<file path="config.mk">
export PLATFORM = sky130hd
export DESIGN_NAME = sha1_sequencer
export DESIGN_NICKNAME = d
export VERILOG_FILES = /design/src/rtl/sha1_sequencer.sv
export SDC_FILE = /design/constraint.sdc
export NUM_CORES = 1
export LEC_CHECK = 0
export CAP_MARGIN = 15
export CORE_MARGIN = 4
export CORE_UTILIZATION = 50
export DETAILED_ROUTE_END_ITERATION = 8
export HOLD_SLACK_MARGIN = 0.03
export PLACE_DENSITY = 0.8
export SLEW_MARGIN = 20
export SYNTH_ARGS = -nofsm -noshare
export SYNTH_HDL_FRONTEND = slang
export SYNTH_SLANG_ARGS = --single-unit
</file>
<file path="constraint.sdc">
create_clock -name clk -period 4 [get_ports clk]
set_input_delay 0.6 -clock clk [delete_from_list [all_inputs] [get_ports clk]]
set_output_delay 0.6 -clock clk [all_outputs]
set_load 0.05 [all_outputs]
</file>
<file path="src/rtl/sha1_sequencer.sv">
`default_nettype none
// ============================================================================
// Module   : sha1_sequencer
// Brief    : Control and state block for the bit-serial SHA-1 mixer. Streams
//            one message block and the chaining state into the mixer, steps
//            80 rounds of 32 cycles with the round function and constant bits,
//            then folds the mixer result back into the 160-bit H register.
// Options  : SHA1_SEQ_MULTIBLOCK_EN adds the `first` input so H can chain
//            across blocks; without it every start reinitialises H.
// Revision : 1.0 - initial release
// ============================================================================
module sha1_sequencer (
  input  logic         clk,
  input  logic         rst_n,
  input  logic         start,
  input  logic         msg_in,
  output logic         msg_req,
  output logic         busy,
  output logic         done,
  output logic [159:0] digest,
  output logic [4:0]   step,
  output logic         w_en,
  output logic         w_in,
  output logic         a_en,
  output logic         a_in,
  output logic         c_rot,
  output logic [3:0]   f_sel,
  output logic         k_in,
  output logic         h_in,
  input  logic         h_out
`ifdef SHA1_SEQ_MULTIBLOCK_EN
  ,
  input  logic         first
`endif
);

  localparam logic [159:0] C_H_INIT =
    160'h67452301_EFCDAB89_98BADCFE_10325476_C3D2E1F0;
  localparam logic [31:0] C_K0 = 32'h5A827999;
  localparam logic [31:0] C_K1 = 32'h6ED9EBA1;
  localparam logic [31:0] C_K2 = 32'h8F1BBCDC;
  localparam logic [31:0] C_K3 = 32'hCA62C1D6;

  typedef enum logic [2:0] {
    S_IDLE   = 3'd0,
    S_LOAD_W = 3'd1,
    S_LOAD_S = 3'd2,
    S_ROUND  = 3'd3,
    S_UPDATE = 3'd4,
    S_DONE   = 3'd5
  } state_t;

  state_t       r_state;
  state_t       w_next_state;
  logic [4:0]   r_bit_cnt;
  logic [6:0]   r_word_cnt;
  logic [159:0] r_h;
  logic         w_last_bit;
  logic         w_phase_end;
  logic [1:0]   w_group;
  logic [31:0]  w_k_word;
  logic         w_reinit;

`ifdef SHA1_SEQ_MULTIBLOCK_EN
  assign w_reinit = first;
`else
  assign w_reinit = 1'b1;
`endif

  assign w_last_bit = (r_bit_cnt == 5'd31);
  assign digest     = r_h;
  assign step       = (r_state == S_IDLE) ? 5'd0 : r_bit_cnt;

  // Last cycle of each serial phase: bit 31 of the phase's final word
  always_comb begin
    w_phase_end = 1'b0;
    case (r_state)
      S_LOAD_W: w_phase_end = w_last_bit && (r_word_cnt == 7'd15);
      S_LOAD_S: w_phase_end = w_last_bit && (r_word_cnt == 7'd4);
      S_ROUND:  w_phase_end = w_last_bit && (r_word_cnt == 7'd79);
      S_UPDATE: w_phase_end = w_last_bit && (r_word_cnt == 7'd4);
      default:  w_phase_end = 1'b0;
    endcase
  end

  // Round group (0..3) and its constant, selected from the round number
  always_comb begin
    if (r_word_cnt < 7'd20)      w_group = 2'd0;
    else if (r_word_cnt < 7'd40) w_group = 2'd1;
    else if (r_word_cnt < 7'd60) w_group = 2'd2;
    else                         w_group = 2'd3;
    case (w_group)
      2'd0:    w_k_word = C_K0;
      2'd1:    w_k_word = C_K1;
      2'd2:    w_k_word = C_K2;
      default: w_k_word = C_K3;
    endcase
  end

  // State register
  always_ff @(posedge clk or negedge rst_n) begin
    if (!rst_n) r_state <= S_IDLE;
    else        r_state <= w_next_state;
  end

  // Next state and per-phase mixer strobes
  always_comb begin
    w_next_state = r_state;
    msg_req      = 1'b0;
    busy         = 1'b0;
    done         = 1'b0;
    w_en         = 1'b0;
    w_in         = 1'b0;
    a_en         = 1'b0;
    a_in         = 1'b0;
    c_rot        = 1'b0;
    f_sel        = 4'b0000;
    k_in         = 1'b0;
    h_in         = 1'b0;
    case (r_state)
      S_IDLE: begin
        if (start) w_next_state = S_LOAD_W;
      end
      S_LOAD_W: begin
        busy    = 1'b1;
        msg_req = 1'b1;
        w_en    = 1'b1;
        w_in    = msg_in;
        if (w_phase_end) w_next_state = S_LOAD_S;
      end
      S_LOAD_S: begin
        busy = 1'b1;
        a_en = 1'b1;
        a_in = r_h[0];
        if (w_phase_end) w_next_state = S_ROUND;
      end
      S_ROUND: begin
        busy  = 1'b1;
        c_rot = 1'b1;
        f_sel = 4'b1000 >> w_group;
        k_in  = w_k_word[r_bit_cnt];
        if (w_phase_end) w_next_state = S_UPDATE;
      end
      S_UPDATE: begin
        busy = 1'b1;
        h_in = r_h[0];
        if (w_phase_end) w_next_state = S_DONE;
      end
      S_DONE: begin
        done         = 1'b1;
        w_next_state = S_IDLE;
      end
      default: w_next_state = S_IDLE;
    endcase
  end

  // Bit/word counters; cleared outside the serial phases and at each phase boundary
  always_ff @(posedge clk or negedge rst_n) begin
    if (!rst_n) begin
      r_bit_cnt  <= 5'd0;
      r_word_cnt <= 7'd0;
    end else if ((r_state == S_IDLE) || (r_state == S_DONE) || w_phase_end) begin
      r_bit_cnt  <= 5'd0;
      r_word_cnt <= 7'd0;
    end else begin
      r_bit_cnt <= r_bit_cnt + 5'd1;
      if (w_last_bit) r_word_cnt <= r_word_cnt + 7'd1;
    end
  end

  // H register: rotated out during LOAD_S (H4 LSB first), refilled from mixer sum during UPDATE
  always_ff @(posedge clk or negedge rst_n) begin
    if (!rst_n) begin
      r_h <= C_H_INIT;
    end else begin
      case (r_state)
        S_IDLE:   if (start && w_reinit) r_h <= C_H_INIT;
        S_LOAD_S: r_h <= {r_h[0], r_h[159:1]};
        S_UPDATE: r_h <= {h_out, r_h[159:1]};
        default:  r_h <= r_h;
      endcase
    end
  end

endmodule
`default_nettype wire

</file>
==> key figures <==
Run status
  – Status: completed

Worst setup path
  – Flop2flop setup slack: 1070 ps
  – Critical path required time: 3400 ps
  – Worst setup path end: k_in
  – Crit path from: r_word_cnt[3]
  – Highest cell delay on the worst timing path: 520 ps
  – Endpoint class of the critical path: output pin
  – Startpoint Class: register
  – Reg-to-Reg End: r_word_cnt[4]
  – Critical Path Slowest Stage Cell: dfrtp_1
  – Data arrival, critical path: 3040 ps
  – CP Cell Sequence: nor2b_1, o21ai_1, nor3_4, inv_1, ha_1, a221oi_1, a211oi_1, o41ai_1, nor3_1, clkbuf_2
  – Crit path kind: reg -> out
  – Origin of the critical flop-to-flop path: r_bit_cnt[0]
  – Max FO, Critical Path: 12
  – R2R depth: 8

Global route
  – Vias in the first global route: 5153
  – First-pass GRT wire length: 28.1 mm
  – GRT Residual Overflow: 0
  – Pin count of the biggest net entering global routing: 89
  – GRT Util Overall: 21.6%
  – Initial antenna violation count: 0

Finish
  – Share of cells above drive strength 1: 18.2%
  – Final-layout fill cell count: 966
  – Final core occ: 69.4%
  – Area Overhead vs Synth: 36.3%
  – N_diodes: 0
  – Nets: 706
  – Sequential cell area: 4480 um2
  – Multi-input combinational cell area: 2380 um2

Synth
  – Synth top area share: 33.6%
  – Top cells by area, synth: dfrtp_1 (34%), dfstp_2 (30%), a22o_1 (10%), o22a_1 (9.9%), ha_1 (1.9%)
  – Cells after Synth: 533
  – Post-Syn Nets: 549
  – Primary FF master, synth: dfrtp_1
  – Synth async-reset ratio: 100%
  – Synth area leader: dfrtp_1
  – #FFs+latches synth: 175
  – Post-synth EDFFs: 0
  – Ys Warns: 0
  – Yosys cell types: 50
  – Register area share after synthesis: 63.4%
  – Syn avg cell area: 13.3 um2
  – Cell Area, Synth: 7070 um2

Clock tree
  – Worst-path clk slew: 70 ps
  – Clock root cell: clkbuf_16
  – Postcts setup bufs: 0
  – Clock latency at the later pin of the worst-skew pair: 420 ps
  – Sink Count: 175
  – Post-CTS Hold Fix Bufs: 0
  – CTS tree: yes
  – H-tree depth: 4
  – Total CTS buffers: 17
  – Clk buf depth: 2

Floorplanning
  – Die Y: 127 um
  – Row cnt: 43
  – Core area: 13900 um2
  – Io pins: 184
  – Chip Width: 127 um
  – Initial core utilization: 50.9%
  – Die area: 16100 um2

Timing
  – Setup TNS: 0 ps
  – Unrepaired setup endpoints after global routing: false
  – Max Freq: 0.274 GHz
  – Slew Limit Fails: 0
  – Skew final: 6.86 ps
  – Slew Limit Headroom: 35.5%
  – Final Setup Violations: 0
  – Period utilisation layout: 91.1%
  – Crit path time final: 3640 ps
  – Endpoints failing hold: 0
  – Worst-Margin Slew: 968 ps

Drt
  – Vias per cell: 5.88
  – DRC: 0
  – DR pass1 iterations: 4
  – Final ANT Viol Nets: 0
  – DR iter-0 viols: 368
  – DR vias: 5190
  – DRT Wirelength: 17.3 mm
  – Wire per inst: 19.6 um

Place
  – GPL Wtd Cong: 0.805
  – Number of port buffers: 183
  – HPWL Detailed: 10.8 mm

Power
  – P per Cell Area: 367 nW/um2
  – VDD IR-drop max: 0.291 mV
  – Leak: 4.00 nW

Run
  – Max_cap viols: 0

Hold path
  – HP Class: in -> async
-- per-stage QoR --
step / setup WS, ps / instances / hold slack (ps) / total power, mW / instance area (um2)
2_1_floorplan: 551 / 533 / 304 / 1.81 / 7070
3_3_place_gp: 482 / 851 / 505 / 1.85 / 9010
6_report: 355 / 883 / 208 / 3.54 / 9630
4_1_cts: 103 / 883 / 251 / 3.57 / 9620
3_5_place_dp: 278 / 851 / 508 / 1.85 / 9010
5_1_grt: 138 / 883 / 258 / 3.66 / 9630
-- final cells by class --
| class | count | area share, % |
|---|---|---|
| clock buffer | 18 | 4.56 |
| sequential | 175 | 46.5 |
| multi-input combinational | 299 | 24.7 |
| tap | 180 | 2.34 |
| clock inverter | 14 | 1.86 |
| timing repair buffer | 187 | 19.7 |
| inverter | 10 | 0.390 |
-- power by group --
group	internal (mW)	switching [mW]
combinational	0.00714	0.0356
clock	1.01	0.710
sequential	1.77	0
-- synth_stat cells (6+ instances only) --
master	number
nand2_1	9
o22a_1	80
nor3_1	6
dfstp_2	80
and2_1	6
buf_1	7
inv_1	10
a22o_1	81
ha_1	11
clkbuf_1	28
xnor2_1	7
dfrtp_1	95
nor2_1	29
buf_2	10
-- layer usage --
| metal | share of wire (%) | up-vias | global-route usage [%] |
|---|---|---|---|
| met4 | 1.2 | 0 | 5.62 |
| met5 | 0 | - | 0 |
| li1 | - | 2319 | - |
| met3 | 5.8 | 17 | 6.11 |
| met1 | 44 | 2692 | 30.1 |
| met2 | 49 | 162 | 33.8 |
-- worst min-delay path by stage --
stage | startpoint | end | cells past startpoint
2_1_floorplan | rst_n | digest[0] | 0
3_3_place_gp | digest[62] | digest[62] | 1
3_5_place_dp | digest[135] | digest[135] | 1
4_1_cts | rst_n | digest[51] | 1
5_1_grt | rst_n | digest[54] | 1
6_report | rst_n | digest[54] | 1
-- layout by cell type (no fill, tap or decap), types with 4 or more instances in the layout --
master	Yosys	layout
clkdlybuf4s50_1	0	181
dfrtp_1	95	95
a22o_1	81	81
o22a_1	80	80
dfstp_2	80	80
nor2_1	29	27
clkbuf_16	0	17
ha_1	11	11
inv_1	10	10
nand2_1	9	8
xnor2_1	7	7
nor3_1	6	6
and2_1	6	6
nor2b_1	5	5
xor2_1	5	5
mux2i_1	5	5
o21ai_0	5	5
a31oi_1	4	4
inv_6	0	4
-- state kept, by name, indices dropped and copies added, names as in the netlist --
signal and cells:
r_state 3, r_bit_cnt 5, digest 160, r_word_cnt 7
-- cells by family (layout without fill, tap and decap cells) --
family | count (synthesis) | after routing | synth area share (%)
AOI/OAI and AO/OA | 194 | 194 | 23.4
xor gates and xnor gates | 12 | 12 | 1.49
adders and majority gates | 11 | 11 | 1.95
buffers and inverters | 59 | 229 | 3.54
DFF | 175 | 175 | 63.4
muxes | 5 | 5 | 0.708
and+or+nand+nor | 77 | 77 | 5.58
-- timing repair --
action	CTS	global route
setup endpoints to repair	1	1
resized for setup	1	6
endpoints found under the hold margin	0	0
-- critical path: cells and delay by family, from the launching register on --
family / cells / cell delay, ps
AO/OA/AOI/OAI: 4 / 880
AND/OR/NAND/NOR: 3 / 560
flip-flops: 1 / 520
buffers and inverters: 2 / 420
adder cells (fa/ha/maj): 1 / 250
Power figures use the tool's default switching activity.
